[src/rtl/watch_pkg.sv]
// Shared types and helpers for the watch_cnt_gen stopwatch/countdown core.
package watch_pkg;

    localparam int unsigned DIG_W = 4;

    typedef enum logic [1:0] {
        ST_IDLE  = 2'd0,
        ST_RUN   = 2'd1,
        ST_PAUSE = 2'd2,
        ST_DONE  = 2'd3
    } state_e;

    // Maximum value of digit i: 5 for mod-6 slots, 9 for mod-10 slots.
    function automatic logic [DIG_W-1:0] digit_max(input logic [31:0] mask, input int unsigned i);
        return (((mask >> i) & 32'd1) != 32'd0) ? DIG_W'(5) : DIG_W'(9);
    endfunction

endpackage

[src/rtl/watch_digit.sv]
// One BCD digit of the synchronous carry chain: up/down step, clear, clamped preset load.
module watch_digit
    import watch_pkg::*;
#(
    parameter int unsigned MOD = 10
) (
    input  logic             clk,
    input  logic             rst_n,
    input  logic             clear,
    input  logic             load,
    input  logic             step,
    input  logic             dir,
    input  logic [DIG_W-1:0] preset,
    output logic [DIG_W-1:0] q,
    output logic             at_max,
    output logic             at_zero
);

    localparam logic [DIG_W-1:0] MAXV = DIG_W'(MOD - 1);

    logic [DIG_W-1:0] q_q;
    logic [DIG_W-1:0] q_d;

    assign at_max  = (q_q == MAXV);
    assign at_zero = (q_q == '0);
    assign q       = q_q;

    always_comb begin
        q_d = q_q;
        if (clear) begin
            q_d = '0;
        end else if (load) begin
            q_d = (preset > MAXV) ? MAXV : preset;
        end else if (step) begin
            if (dir) begin
                q_d = at_zero ? MAXV : (q_q - DIG_W'(1));
            end else begin
                q_d = at_max ? '0 : (q_q + DIG_W'(1));
            end
        end
    end

    always_ff @(posedge clk or negedge rst_n) begin
        if (!rst_n) begin
            q_q <= '0;
        end else begin
            q_q <= q_d;
        end
    end

endmodule

[src/rtl/watch_cnt_gen.sv]
// Stopwatch/countdown core: NDIG BCD digits on one synchronous carry chain, run/pause/done FSM.
// Optional display lap-hold is enabled by defining LAP_HOLD_EN.
module watch_cnt_gen
    import watch_pkg::*;
#(
    parameter int unsigned     NDIG      = 7,
    parameter int unsigned     DISP_DIG  = 6,
    parameter logic [NDIG-1:0] MOD6_MASK = 7'b1010000,
    parameter int unsigned     PRESCALE  = 1
) (
    input  logic                      clk_1Khz,
    input  logic                      rst,
    input  logic                      start,
    input  logic                      pause,
    input  logic                      clear,
    input  logic                      load,
    input  logic                      dir,
    input  logic [DIG_W*NDIG-1:0]     preset,
    input  logic                      lap,
    output logic [DIG_W*NDIG-1:0]     count,
    output logic [DIG_W*DISP_DIG-1:0] dispbuf,
    output logic                      running,
    output logic                      done,
    output logic                      wrap
);

    localparam int unsigned   CW      = DIG_W * NDIG;
    localparam int unsigned   DW      = DIG_W * DISP_DIG;
    localparam int unsigned   PW      = (PRESCALE > 1) ? $clog2(PRESCALE) : 1;
    localparam logic [PW-1:0] PS_LAST = PW'(PRESCALE - 1);

    state_e        state_q, state_d;
    logic          dir_q, dir_d;
    logic [PW-1:0] presc_q, presc_d;
    logic          done_q, done_d;
    logic          wrap_q, wrap_d;
    logic          running_q;

    logic [NDIG-1:0] at_max_c;
    logic [NDIG-1:0] at_zero_c;
    logic [NDIG-1:0] step_c;
    logic [NDIG:0]   up_all_c;
    logic [NDIG:0]   dn_all_c;
    logic            tick_c;
    logic            cnt_en_c;
    logic            all_zero_c;
    logic            last_c;
    logic [DW-1:0]   live_c;

    assign tick_c     = (state_q == ST_RUN) && (presc_q == PS_LAST);
    assign all_zero_c = (count == CW'(0));
    assign last_c     = (count[DIG_W-1:0] == DIG_W'(1)) && ((count >> DIG_W) == CW'(0));
    // Commands pre-empt the tick; a down tick at zero is never allowed to underflow.
    assign cnt_en_c   = tick_c && !clear && !load && !pause && !(dir_q && all_zero_c);
    assign live_c     = count[CW-1 -: DW];

    always_comb begin
        up_all_c    = '0;
        dn_all_c    = '0;
        step_c      = '0;
        up_all_c[0] = 1'b1;
        dn_all_c[0] = 1'b1;
        for (int i = 0; i < NDIG; i++) begin
            up_all_c[i+1] = up_all_c[i] & at_max_c[i];
            dn_all_c[i+1] = dn_all_c[i] & at_zero_c[i];
            step_c[i]     = cnt_en_c & (dir_q ? dn_all_c[i] : up_all_c[i]);
        end
    end

    for (genvar g = 0; g < NDIG; g++) begin : g_dig
        localparam int unsigned MODV = (digit_max(32'(MOD6_MASK), g) == DIG_W'(5)) ? 6 : 10;

        watch_digit #(
            .MOD(MODV)
        ) u_digit (
            .clk    (clk_1Khz),
            .rst_n  (rst),
            .clear  (clear),
            .load   (load & ~clear),
            .step   (step_c[g]),
            .dir    (dir_q),
            .preset (preset[g*DIG_W +: DIG_W]),
            .q      (count[g*DIG_W +: DIG_W]),
            .at_max (at_max_c[g]),
            .at_zero(at_zero_c[g])
        );
    end

    // Next-state logic; commands are prioritised clear > load > pause > start.
    always_comb begin
        state_d = state_q;
        dir_d   = dir_q;
        presc_d = presc_q;
        done_d  = 1'b0;
        wrap_d  = 1'b0;
        if (clear || load) begin
            state_d = ST_IDLE;
            presc_d = '0;
        end else if (pause) begin
            presc_d = '0;
            if (state_q == ST_RUN) begin
                state_d = ST_PAUSE;
            end
        end else if (start && (state_q != ST_RUN)) begin
            dir_d   = dir;
            presc_d = '0;
            if (dir && all_zero_c) begin
                state_d = ST_DONE;
                done_d  = (state_q != ST_DONE);
            end else begin
                state_d = ST_RUN;
            end
        end else if (state_q == ST_RUN) begin
            if (tick_c) begin
                presc_d = '0;
                if (dir_q) begin
                    if (last_c) begin
                        state_d = ST_DONE;
                        done_d  = 1'b1;
                    end
                end else if (up_all_c[NDIG]) begin
                    wrap_d = 1'b1;
                end
            end else begin
                presc_d = presc_q + PW'(1);
            end
        end
    end

    always_ff @(posedge clk_1Khz or negedge rst) begin
        if (!rst) begin
            state_q   <= ST_IDLE;
            dir_q     <= 1'b0;
            presc_q   <= '0;
            done_q    <= 1'b0;
            wrap_q    <= 1'b0;
            running_q <= 1'b0;
        end else begin
            state_q   <= state_d;
            dir_q     <= dir_d;
            presc_q   <= presc_d;
            done_q    <= done_d;
            wrap_q    <= wrap_d;
            running_q <= (state_d == ST_RUN);
        end
    end

    assign running = running_q;
    assign done    = done_q;
    assign wrap    = wrap_q;

`ifdef LAP_HOLD_EN
    logic          hold_q, hold_d;
    logic [DW-1:0] held_q, held_d;

    // Lap toggles a frozen copy of the display while the count keeps running.
    always_comb begin
        hold_d = hold_q;
        held_d = held_q;
        if (clear || load) begin
            hold_d = 1'b0;
        end else if (lap && ((state_q == ST_RUN) || (state_q == ST_PAUSE))) begin
            hold_d = !hold_q;
            if (!hold_q) begin
                held_d = live_c;
            end
        end
    end

    always_ff @(posedge clk_1Khz or negedge rst) begin
        if (!rst) begin
            hold_q <= 1'b0;
            held_q <= '0;
        end else begin
            hold_q <= hold_d;
            held_q <= held_d;
        end
    end

    assign dispbuf = hold_q ? held_q : live_c;
`else
    logic lap_unused_c;

    assign lap_unused_c = lap;
    assign dispbuf      = live_c;
`endif

endmodule

[config.mk]
export PLATFORM = sky130hd
export DESIGN_NAME = watch_cnt_gen
export DESIGN_NICKNAME = d
export VERILOG_FILES = /design/src/rtl/watch_pkg.sv /design/src/rtl/watch_digit.sv /design/src/rtl/watch_cnt_gen.sv
export SDC_FILE = /design/constraint.sdc
export NUM_CORES = 1
export LEC_CHECK = 0
export ABC_AREA = 1
export BUFFER_PORTS_ARGS = -buffer_cell sky130_fd_sc_hd__clkbuf_2
export CORE_ASPECT_RATIO = 1.5
export CORE_MARGIN = 2
export CORE_UTILIZATION = 49
export DETAILED_ROUTE_END_ITERATION = 7
export HOLD_SLACK_MARGIN = 0.05
export PLACE_DENSITY = 0.75
export SLEW_MARGIN = 5
export SYNTH_ARGS = -nofsm -noshare
export SYNTH_HDL_FRONTEND = slang
export SYNTH_SLANG_ARGS = --single-unit
[constraint.sdc]
create_clock -name clk_1Khz -period 2 [get_ports clk_1Khz]
set_input_delay 0.3 -clock clk_1Khz [delete_from_list [all_inputs] [get_ports clk_1Khz]]
set_output_delay 0.3 -clock clk_1Khz [all_outputs]
set_load 0.1 [all_outputs]
==> summary.md <==
| Metric | Value |
|---|---|
| Status | finished, final reports clean |
| Starting Density | 0.5058 |
| Final setup viols | 0 |
| CTS tree | yes |
| Die height | approximately 110 um |
| Detailed Place HPWL | 7154 um |
| Num rows | 37 |
| Top delay family on crit path | simple AND/OR/NAND/NOR gates |
| Clock buffer depth | 2 |
| XOR/XNOR Fraction of Synth Area | 0.03285 |
| Worst path bufs/invs | 3 |
| Nets | 670 |
| Layout area overhead | 24.30% |
| Worst skew pair latency | approximately 0.31 ns |
| Commonest non-fill, non-tap cell in the layout | nand2_1 |
| Final hold slack | about 0.17 ns |
| CP max stage cell | dfrtp_4 |
| Leakage power | about 2.2 nW |
| Mux contribution to synthesized area | 0 |
| Yosys reg bits | 35 |
| WS Path Type | flip-flop to flip-flop |
| Number of max-cap violations | 0 |
| Syn nets | roughly 580 |
| Cell area after layout | around 0.0043 sq mm |
| Tmin final | just under 2 ns |
| Max FO, Critical Path | 8 |
| Critical Path Source | g_dig[6].u_digit.q[1] |
| PwrDens | slightly above 1000 mW/mm^2 |
| VDD IR max | about 0.74 mV |
| Reg area | about 940 sq um |
| Reg2Reg Depth | 12 |
| Avg WL per Cell | 13.85 um |
| Total wire length | ~9600 um |
| Synth unique cells | 38 |
| DRT Pass-1 Iters | 5 |
| Clk slew on worst S/H paths | 0.07 ns |
| Req. time, crit path | roughly 2.2 ns |
| Clock root cell | clkbuf_8 |
| Cell Area, Placed | between 0.004 and 0.005 sq mm |
| Avg Cell Area, Syn | roughly 6.7 sq um |
| Die ar. | 0.007776 sq mm |
| Ys Warns | 0 |
| Total track usage | 0.2420 |
| Post-Syn Area | around 0.0035 sq mm |
| Post-Synthesis Cells | 520 |
| DRC errors left | 0 |
| Largest net degree at the start of global routing | 31 |
| Crit-path cells | inv_4 -> ha_4 -> inv_2 -> nor3_4 -> nand3_2 -> nor2_4 -> nand2_2 -> nand2_2 -> nand2_4 -> buf_8 -> nand2_4 -> o21ai_0 |
| Top Ports | around 90 |
| Ratio of cells with drive above 1 in the final layout | 0.3431 |
| Simple-gate share of the synthesized area | 0.3379 |
| Final max-slew violation count | 0 |
| First-pass GRT wire length | 14840 um |
| Core area | around 0.0069 sq mm |
| Via count | 3684 |
| Hold crit path type | primary input to flip-flop |
| Total power | about 4.4 mW |
| Vias in the first global route | roughly 3.4k |
| Worst Hold Launch | start |
| Sequential element share of the synthesized area | 0.2527 |
| Layout filler cell count | around 630 |
| Synth Area in Compound Gates | 0.1498 |
| DRT antenna net count | 0 |
| Hold path cells | 2 |
| Type of origin of the critical path | flip-flop |
| Largest family of logic cells by synthesized area | simple AND/OR/NAND/NOR gates |
| Final Hold Fails | 0 |
| Via density | between 5 and 6 |
| Setup Skew | roughly 0.013 ns |
| Reg2reg end | g_dig[5].u_digit.q[3] |
| Gpl congestion | 0.8570 |
| Grt ovf | 0 |
| CTS Sinks | 35 |
| Multi-input logic area | roughly 0.0022 sq mm |
| RR Startpoint | g_dig[6].u_digit.q[1] |
| Relative slew slack | 0.6305 |
| Number of flops mapped to enable cells by yosys | 0 |
| Antenna violations before repair | 0 |
| Synth Area in Adders | 0.08303 |
| Register-to-register setup slack | just under 0.05 ns |
| Chip width | about 73 um |
| Ys async rst share | 1.000 |
| Period Utilization, post-route | 0.9754 |
| # H-tree levels | 2 |
| Diodes inserted | 0 |
| Top_reg_cell synth | dfrtp_1 |
| Worst EP arrival | ~2.1 ns |
| RSZ-0062 raised after global routing | yes |
| Min-Delay Endpoint | presc_q |
| Final core utilization | 0.6287 |
| CP Capture Type | flip-flop |
| Worst-Margin Slew | between 0.5 and 0.6 ns |
| Initial DRC count | ~300 |
| Input/output buffers | 89 |
| Fmax | 512.6 MHz |
| Most frequent cells in the layout | 134 x nand2_1, 89 x clkbuf_2, 52 x nand3_1 |
| Crit path largest cell delay | roughly 0.49 ns |
| Cts bufs inserted | 5 |
[worst max-delay path by stage]
stage                                 end  slack (ns)  depth (start not counted)
floorplan           g_dig[6].u_digit.q[3]       0.009                         13
global placement    g_dig[6].u_digit.q[2]        0.05                         13
detailed placement  g_dig[4].u_digit.q[0]        0.02                         13
CTS                 g_dig[3].u_digit.q[3]        0.02                         13
global route        g_dig[5].u_digit.q[0]       -0.03                         13
finish              g_dig[5].u_digit.q[3]        0.05                         12
[synthesized netlist by cell type, types with 3 or more instances]
library cell | instances | area, sq um
a21oi_1 | 22 | 110.1
a31oi_1 | 6 | 37.54
buf_4 | 24 | 180.2
buf_6 | 6 | 67.56
clkbuf_1 | 7 | 26.28
dfrtp_1 | 35 | 875.8
ha_1 | 23 | 287.8
inv_1 | 55 | 206.5
nand2_1 | 139 | 521.8
nand2_2 | 7 | 43.79
nand3_1 | 54 | 270.3
nand3b_1 | 3 | 22.52
nand4_1 | 4 | 25.02
nor2_1 | 36 | 135.1
nor2_2 | 4 | 25.02
nor2_4 | 4 | 45.04
nor3_1 | 6 | 30.03
o211ai_1 | 6 | 45.04
o21ai_0 | 38 | 190.2
o21ai_2 | 3 | 26.28
o22ai_1 | 3 | 18.77
or2_2 | 3 | 18.77
xnor2_1 | 7 | 61.31
xor2_1 | 6 | 52.55
[layout make-up]
class                           instances  share of cell area
Multi-Input combinational cell        389              0.5074
Sequential cell                        35              0.2184
Timing Repair Buffer                  124              0.1754
Inverter                               56             0.04996
Tap cell                               78             0.02265
Clock buffer                            5             0.01597
Clock inverter                          3             0.01017
[through the flow]
step / worst slack [ns] / setup TNS, ns / instances
5_1_grt: -0.02992 / -0.1014 / 690
3_3_place_gp: 0.04958 / 0 / 677
6_report: 0.04926 / 0 / 690
2_1_floorplan: 0.009323 / 0 / 520
4_1_cts: 0.01608 / 0 / 686
3_5_place_dp: 0.01645 / 0 / 677
[where the power goes]
group          internal [mW]  switching (mW)
clock                  0.371           0.306
sequential             0.836           0.145
combinational          0.662            2.13
total                   1.87            2.58
[kinds of logic after synthesis]
family,count (synthesis)
buf+inv,96
simple gates,264
compound gates,89
xor+xnor,13
flops,35
fa+ha+maj,23
[registers in the layout, indices dropped and copies added (netlist names)]
register         cells
dir_q                1
wrap                 1
g_dig.u_digit.q     28
presc_q              1
state_q              2
running              1
done                 1
[timing repair]
item                                    CTS  global route
resized for setup                         1            35
endpoints found under the setup margin    3            28
buffers inserted                          0             3
endpoints found under the hold margin    16             0
hold buffers                              1             0
cloned                                    0             1
pin swaps                                 0             9
[layer usage]
layer  global-route usage  vias up  routed length [um]
li1                     -     1855                   -
met1               0.2613     1696                3694
met2               0.4351      106                5061
met3              0.03665       27                 417
met4               0.1376        0                 384
met5                    0        -                   0
Power figures use the tool's default switching activity.
